[src/rtl/dot_product_driver.sv]
// rtl/dot_product_driver.sv - serial-to-parallel operand loader and result catcher for a registered dot-product unit
//
// Purpose:
//   Collects eight DATA_W-bit operand beats (order a..h) from an upstream
//   valid/ready stream and presents them in parallel on o_a..o_h. It then
//   waits out the dot-product unit's LATENCY and captures i_dp_out into
//   o_result. The result is offered downstream through a valid/ready
//   handshake.
//
// Ports:
//   i_clk        clock, all state updates on the rising edge
//   i_rst        synchronous active-high reset
//   i_valid      upstream operand beat valid
//   i_data       operand beat, order a,b,c,d,e,f,g,h
//   o_ready      high while loading operands (combinational from state)
//   o_a..o_h     registered parallel operands to the dot-product unit
//   i_dp_out     result from the dot-product unit
//   o_result     captured result, held until the next capture or reset
//   o_res_valid  o_result valid
//   i_res_ready  downstream accepts the result
//   o_busy       high while waiting for or presenting a result

module dot_product_driver #(
  parameter int DATA_W  = 4,
  parameter int OUT_W   = 10,
  parameter int LATENCY = 2
) (
  input  logic              i_clk,
  input  logic              i_rst,
  input  logic              i_valid,
  input  logic [DATA_W-1:0] i_data,
  output logic              o_ready,
  output logic [DATA_W-1:0] o_a,
  output logic [DATA_W-1:0] o_b,
  output logic [DATA_W-1:0] o_c,
  output logic [DATA_W-1:0] o_d,
  output logic [DATA_W-1:0] o_e,
  output logic [DATA_W-1:0] o_f,
  output logic [DATA_W-1:0] o_g,
  output logic [DATA_W-1:0] o_h,
  input  logic [OUT_W-1:0]  i_dp_out,
  output logic [OUT_W-1:0]  o_result,
  output logic              o_res_valid,
  input  logic              i_res_ready,
  output logic              o_busy
);

  // Wide enough to hold LATENCY itself, which is the terminal count.
  localparam int WAIT_W = (LATENCY < 1) ? 1 : $clog2(LATENCY + 1);
  localparam logic [WAIT_W-1:0] WAIT_LAST = WAIT_W'(LATENCY);

  typedef enum logic [1:0] {
    LOAD   = 2'd0,
    WAIT   = 2'd1,
    RESULT = 2'd2
  } state_t;

  state_t            state;
  logic [2:0]        beat_cnt;
  logic [WAIT_W-1:0] wait_cnt;

  // Ready is a pure function of state so a beat offered in the first LOAD
  // cycle after reset or after a handshake is taken without delay.
  assign o_ready = (state == LOAD);

  always_ff @(posedge i_clk) begin
    if (i_rst) begin
      state       <= LOAD;
      beat_cnt    <= 3'd0;
      wait_cnt    <= '0;
      o_a         <= '0;
      o_b         <= '0;
      o_c         <= '0;
      o_d         <= '0;
      o_e         <= '0;
      o_f         <= '0;
      o_g         <= '0;
      o_h         <= '0;
      o_result    <= '0;
      o_res_valid <= 1'b0;
      o_busy      <= 1'b0;
    end else begin
      case (state)
        LOAD: begin
          // i_valid low is a bubble: nothing moves.
          if (i_valid) begin
            case (beat_cnt)
              3'd0: o_a <= i_data;
              3'd1: o_b <= i_data;
              3'd2: o_c <= i_data;
              3'd3: o_d <= i_data;
              3'd4: o_e <= i_data;
              3'd5: o_f <= i_data;
              3'd6: o_g <= i_data;
              3'd7: o_h <= i_data;
            endcase
            if (beat_cnt == 3'd7) begin
              beat_cnt <= 3'd0;
              wait_cnt <= '0;
              o_busy   <= 1'b1;
              state    <= WAIT;
            end else begin
              beat_cnt <= beat_cnt + 3'd1;
            end
          end
        end

        WAIT: begin
          // The edge after the last beat lets the unit register the
          // operands; LATENCY more edges later its output is settled, so
          // the capture lands on the edge where wait_cnt reaches LATENCY.
          if (wait_cnt == WAIT_LAST) begin
            o_result    <= i_dp_out;
            o_res_valid <= 1'b1;
            wait_cnt    <= '0;
            state       <= RESULT;
          end else begin
            wait_cnt <= wait_cnt + 1'b1;
          end
        end

        RESULT: begin
          if (i_res_ready) begin
            o_res_valid <= 1'b0;
            o_busy      <= 1'b0;
            state       <= LOAD;
          end
        end

        default: begin
          state <= LOAD;
        end
      endcase
    end
  end

endmodule
[config.mk]
export PLATFORM = sky130hd
export DESIGN_NAME = dot_product_driver
export DESIGN_NICKNAME = d
export VERILOG_FILES = /design/src/rtl/dot_product_driver.sv
export SDC_FILE = /design/constraint.sdc
export NUM_CORES = 1
export LEC_CHECK = 0
export ABC_AREA = 1
export CAP_MARGIN = 5
export CELL_PAD_IN_SITES_DETAIL_PLACEMENT = 0
export CELL_PAD_IN_SITES_GLOBAL_PLACEMENT = 1
export CORE_ASPECT_RATIO = 0.7
export CORE_MARGIN = 2
export CORE_UTILIZATION = 30
export CTS_BUF_LIST = sky130_fd_sc_hd__clkbuf_8
export DETAILED_ROUTE_END_ITERATION = 16
export PLACE_DENSITY = 0.86
export SETUP_SLACK_MARGIN = 0.1
export SYNTH_ARGS = -nofsm -noshare
export SYNTH_HDL_FRONTEND = slang
export SYNTH_SLANG_ARGS = --single-unit
[constraint.sdc]
create_clock -name i_clk -period 1.6 [get_ports i_clk]
set_clock_uncertainty 0.15 [all_clocks]
set_input_delay 0.32 -clock i_clk [delete_from_list [all_inputs] [get_ports i_clk]]
set_output_delay 0.32 -clock i_clk [all_outputs]
set_load 0.03 [all_outputs]
Word-level counts from Yosys, hierarchy flattened
Cells that the tools add are included.
- eq/ne operators: 14
- div/mod/pow operators: 0
- magnitude comparators: 0
- $add $sub $neg: 2
- shifts and indexed selects: 0
- reductions and logical operators: 19
- multiply operators: 0
- multiplexer cells: 16
- bitwise operators: 0
- operator list (kind ; number):
    $reduce_and A3 Y1 ; 10
    $mux W2 ; 7
    $eq A3 B3 Y1 const B ; 4
    $reduce_and A4 Y1 ; 2
    $eq A3 B2 Y1 const B ; 2
    $ne A2 B2 Y1 const B ; 3
    $pmux W2 S3 ; 1
    $reduce_bool A2 Y1 ; 3
    $eq A2 B2 Y1 const B ; 2
    $mux W1 ; 4
    $pmux W1 S2 ; 2
    $pmux W2 S2 ; 1
    $reduce_and A2 Y1 ; 2
    $add A3 B1 Y3 const B ; 1
    $eq A3 B1 Y1 const B ; 1
    $logic_not A3 Y1 ; 1
    $mux W3 ; 1
    $add A2 B1 Y2 const B ; 1
    $eq A2 B1 Y1 const B ; 1
    $logic_not A2 Y1 ; 1
    $ne A2 B1 Y1 const B ; 1
- register bits: 51
- output and inout bits: 45
- latch bits: 0
- input bits: 18
- memories: 0
- word-level logic and storage cells: 65
- bits in read-only memories: 0
- bits in writable memories: 0

Logic depth before layout (Yosys ltp)
- depth after elaboration: 4
- depth in mapped cells: 8

Worst setup path after synthesis
No wires, ideal clock.
- kind: register to register
- from: reg state[1]
- to: reg o_a[0]
- period minus slack after synthesis: 1484 ps
- required time: 1337 ps
- arrival time: 1220 ps
- path slack: 116 ps
- cell stages (with the launch flop): 7
- library setup time: 113 ps
- cell sequence: dfxtp_1 nor2_4 nand2_4 nor2_1 nand2_1 nand2_1 nor2_1
- word-level cells in the longest chain between the ends: 2
- RTL lines (item ; line ; text):
    start: declaration ; 58 ; state_t state;
    start signal: assignment ; 68 ; state <= LOAD;
    start signal: assignment ; 101 ; state <= WAIT;
    start signal: assignment ; 116 ; state <= RESULT;
    $logic_not A2 Y1 ; n/a ;
    net o_ready ; 32 ; output logic o_ready,
    $reduce_and A3 Y1 (no line) ; n/a ;
    end signal: assignment ; 88 ; 3'd0: o_a <= i_data;
    end: declaration ; 33 ; output logic [DATA_W-1:0] o_a,
The timed path passes the listed nets, and every way through them passes these cells.
A chain may end at the register's enable or synchronous reset.

Worst setup path after layout
- from: reg o_result[7]
- to: out o_result[7]
- RTL lines (item ; line ; text):
    start: declaration ; 42 ; output logic [OUT_W-1:0] o_result,
    start signal: assignment ; 113 ; o_result <= i_dp_out;
No word-level cell between the ends.

==> flow_summary.json <==
{
  "tightest_slew_ns": 0.303,
  "critical_path_arrival_ns": 1.00,
  "cpPeakStageDelay_ns": 0.36,
  "cts_hold_buf": 0,
  "clk_latency_ns": 0.30,
  "via_per_inst": 4.25,
  "critPathTopFamily": "buffers and inverters",
  "crit_fanout": 2,
  "overflow": 0,
  "p_per_area_nw_per_um2": 773,
  "rr_worst_depth": 8,
  "die_w_um": 106,
  "ys_types": 19,
  "synth.top_cell.area_share_pct": 46.7,
  "holdCritPathClass": "flip-flop to flip-flop",
  "worstHoldStart": "o_busy",
  "r2r_slack_ns": 0.19,
  "syn-num-nets": 344,
  "root_buffer": "clkbuf_8",
  "ioPinCount": 63,
  "grt_max_degree": 30,
  "final_max_slew_viol_count": 0,
  "period_share_pct": 91.7,
  "rsz0062_at_grt": "true",
  "port-buffer-count": 62,
  "die_y_um": 75.4,
  "vdd_drop_max_v": 0.000340,
  "path_buf_inv": 1,
  "max-cap-violations": 0,
  "cts_buffers": 5,
  "dp_hpwl_um": 3930,
  "clockBufferDepth": 2,
  "synth_warnings": 0,
  "wire_per_inst_um": 10.9,
  "path_class": "flip-flop to output pin",
  "gp_congestion": 0.840,
  "area.growth.synth_to_final_pct": 41.2,
  "hold-worst-slack_ns": 0.325,
  "cp_cell_sequence": "clkdlybuf4s15_1",
  "antenna_left": 0,
  "min_to": "o_busy",
  "crit_slowest_cell": "clkdlybuf4s15_1",
  "grt_pass1_wl_um": 9020,
  "r2r-start": "state[1]",
  "first_iter_violations": 37,
  "wl_um": 5350,
  "route.detailed.drc": 0,
  "min_delay_path_depth": 2,
  "hold_viol": 0,
  "min_period_ns": 1.47,
  "cp-start-kind": "flip-flop",
  "fmax_ghz": 0.682,
  "tritoncts": "built",
  "reg2reg_to": "o_b[0]",
  "power_leakage_nw": 1.37,
  "clk_pin_slew_ns": 0.09,
  "core_um2": 6910,
  "drtPass1Iterations": 4,
  "tns_ns": 0,
  "fin_nets": 420,
  "syn_inst": 320,
  "fill_cells": 744,
  "antennaDiodeCount": 0,
  "cp.required_ns": 1.13,
  "vias": 2087,
  "crit_path_end_kind": "output pin",
  "antenna_found_initial": 0,
  "synth.top_cells.by_area": "dfxtp_1 (47%), nand2_1 (14%), nor2_1 (11%)",
  "dieArea_um2": 8000,
  "seq_area_frac_synth_pct": 46.7,
  "grt_use_total_pct": 14.0,
  "clock_sinks": 51,
  "grt_pass1_vias": 2013,
  "setup_viol": 0,
  "row_count": 25,
  "utilization_pct": 44.7,
  "post_route_cells_drive_above_1_share_pct": 21.9,
  "yosys.area.top_type": "dfxtp_1",
  "initial_utilization_pct": 31.6,
  "syn_avg_cell_area_um2": 6.83,
  "htreeDepth": 2,
  "syn_area_um2": 2190,
  "slew_headroom_pct": 79.8,
  "ys_seq_elements": 51,
  "status": "complete, no violations"
}
-- sequential cells by signal, summed over array words and instances (netlist names), 3 cells and up --
signal,count
o_f,4
o_result,10
o_d,4
o_a,4
o_g,4
beat_cnt,3
o_e,4
o_h,4
o_b,4
o_c,4
-- logic make-up (layout without fill, tap and decap cells) --
kind of cell,after synthesis,count (layout),synth area share [%]
AOI/OAI and AO/OA,24,24,5.49
adders and majority gates,6,6,3.43
buffers and inverters,61,138,11.0
DFF,51,51,46.7
and+or+nand+nor,178,178,33.4
-- area by class of cell --
| type | instances | area (um2) | area share, % |
|---|---|---|---|
| clock buffers | 5 | 68.8 | 2.23 |
| clock inverters | 3 | 12.5 | 0.405 |
| inverters | 53 | 208 | 6.73 |
| multi-input cells | 208 | 976 | 31.6 |
| flip-flops and latches | 51 | 1030 | 33.4 |
| well taps | 94 | 118 | 3.81 |
| repair buffers | 77 | 674 | 21.8 |
-- metal layers --
layer / part of all wire [%] / global-route usage (%) / vias up
li1: - / - / 1116
met3: 4.1 / 3.59 / 5
met1: 54 / 19.3 / 925
met5: 0 / 0 / -
met4: 0.58 / 3.07 / 0
met2: 42 / 22.7 / 41
-- worst max-delay path by stage --
stage / startpoint / end / depth (start not counted)
6_report: o_result[7] / o_result[7] / 1
5_1_grt: state[0] / o_result[1] / 6
4_1_cts: o_d[1] / o_d[1] / 1
3_5_place_dp: i_valid / o_e[2] / 8
3_3_place_gp: i_valid / o_a[3] / 7
2_1_floorplan: state[1] / o_a[0] / 6
-- through the flow --
step | total power [W] | setup slack, ns | area [um2] | instances
global placement | 0.00171 | -0.0912 | 3000 | 480
finish | 0.00239 | 0.133 | 3090 | 491
floorplan | 0.00155 | 0.116 | 2190 | 320
CTS | 0.00241 | 0.0772 | 3120 | 490
global route | 0.00250 | 0.0496 | 3090 | 491
detailed placement | 0.00172 | -0.133 | 3000 | 480
-- timing repair --
item	in CTS	in global routing
gates resized for setup	109	46
pin swaps	1	1
cloned	0	1
setup endpoints to repair	51	64
buffers inserted	2	0
-- cells in the mapped netlist --
cell type,count
nand2_2,1
clkinv_1,1
nor2_4,2
nor2_1,66
buf_6,1
nand3b_1,1
inv_1,51
buf_4,1
buf_1,2
inv_2,1
nand3_1,26
buf_2,1
nand2_4,1
a21oi_1,13
dfxtp_1,51
o21ai_0,11
ha_1,6
clkbuf_1,3
nand2_1,81
-- power breakdown --
part | switching (W) | internal, W | total [W]
logic | 0.000210 | 0.000151 | 0.000361
clock network | 0.000406 | 0.000295 | 0.000701
registers | 0.0000221 | 0.00130 | 0.00132
-- layout by cell type (no fill, tap or decap) --
master,Yosys,routed
nand3_2,0,2
ha_2,0,2
o21ai_0,11,11
clkinvlp_4,0,1
nand3_1,26,24
clkdlybuf4s50_1,0,17
clkbuf_16,0,1
a21oi_2,0,2
buf_12,0,2
dfxtp_4,0,2
inv_6,0,1
buf_6,1,1
nor2_2,0,2
clkbuf_8,0,5
dfxtp_2,0,2
nor2_4,2,3
clkbuf_2,0,25
inv_1,51,53
a21oi_1,13,11
nand2_8,0,1
clkinv_2,0,1
nor2_1,66,63
buf_4,1,12
clkdlybuf4s15_1,0,1
dfxtp_1,51,47
nand2_2,1,4
nand2_1,81,78
clkdlybuf4s15_2,0,18
ha_1,6,4
nand3b_1,1,1
(Power assumes the default switching activity.)
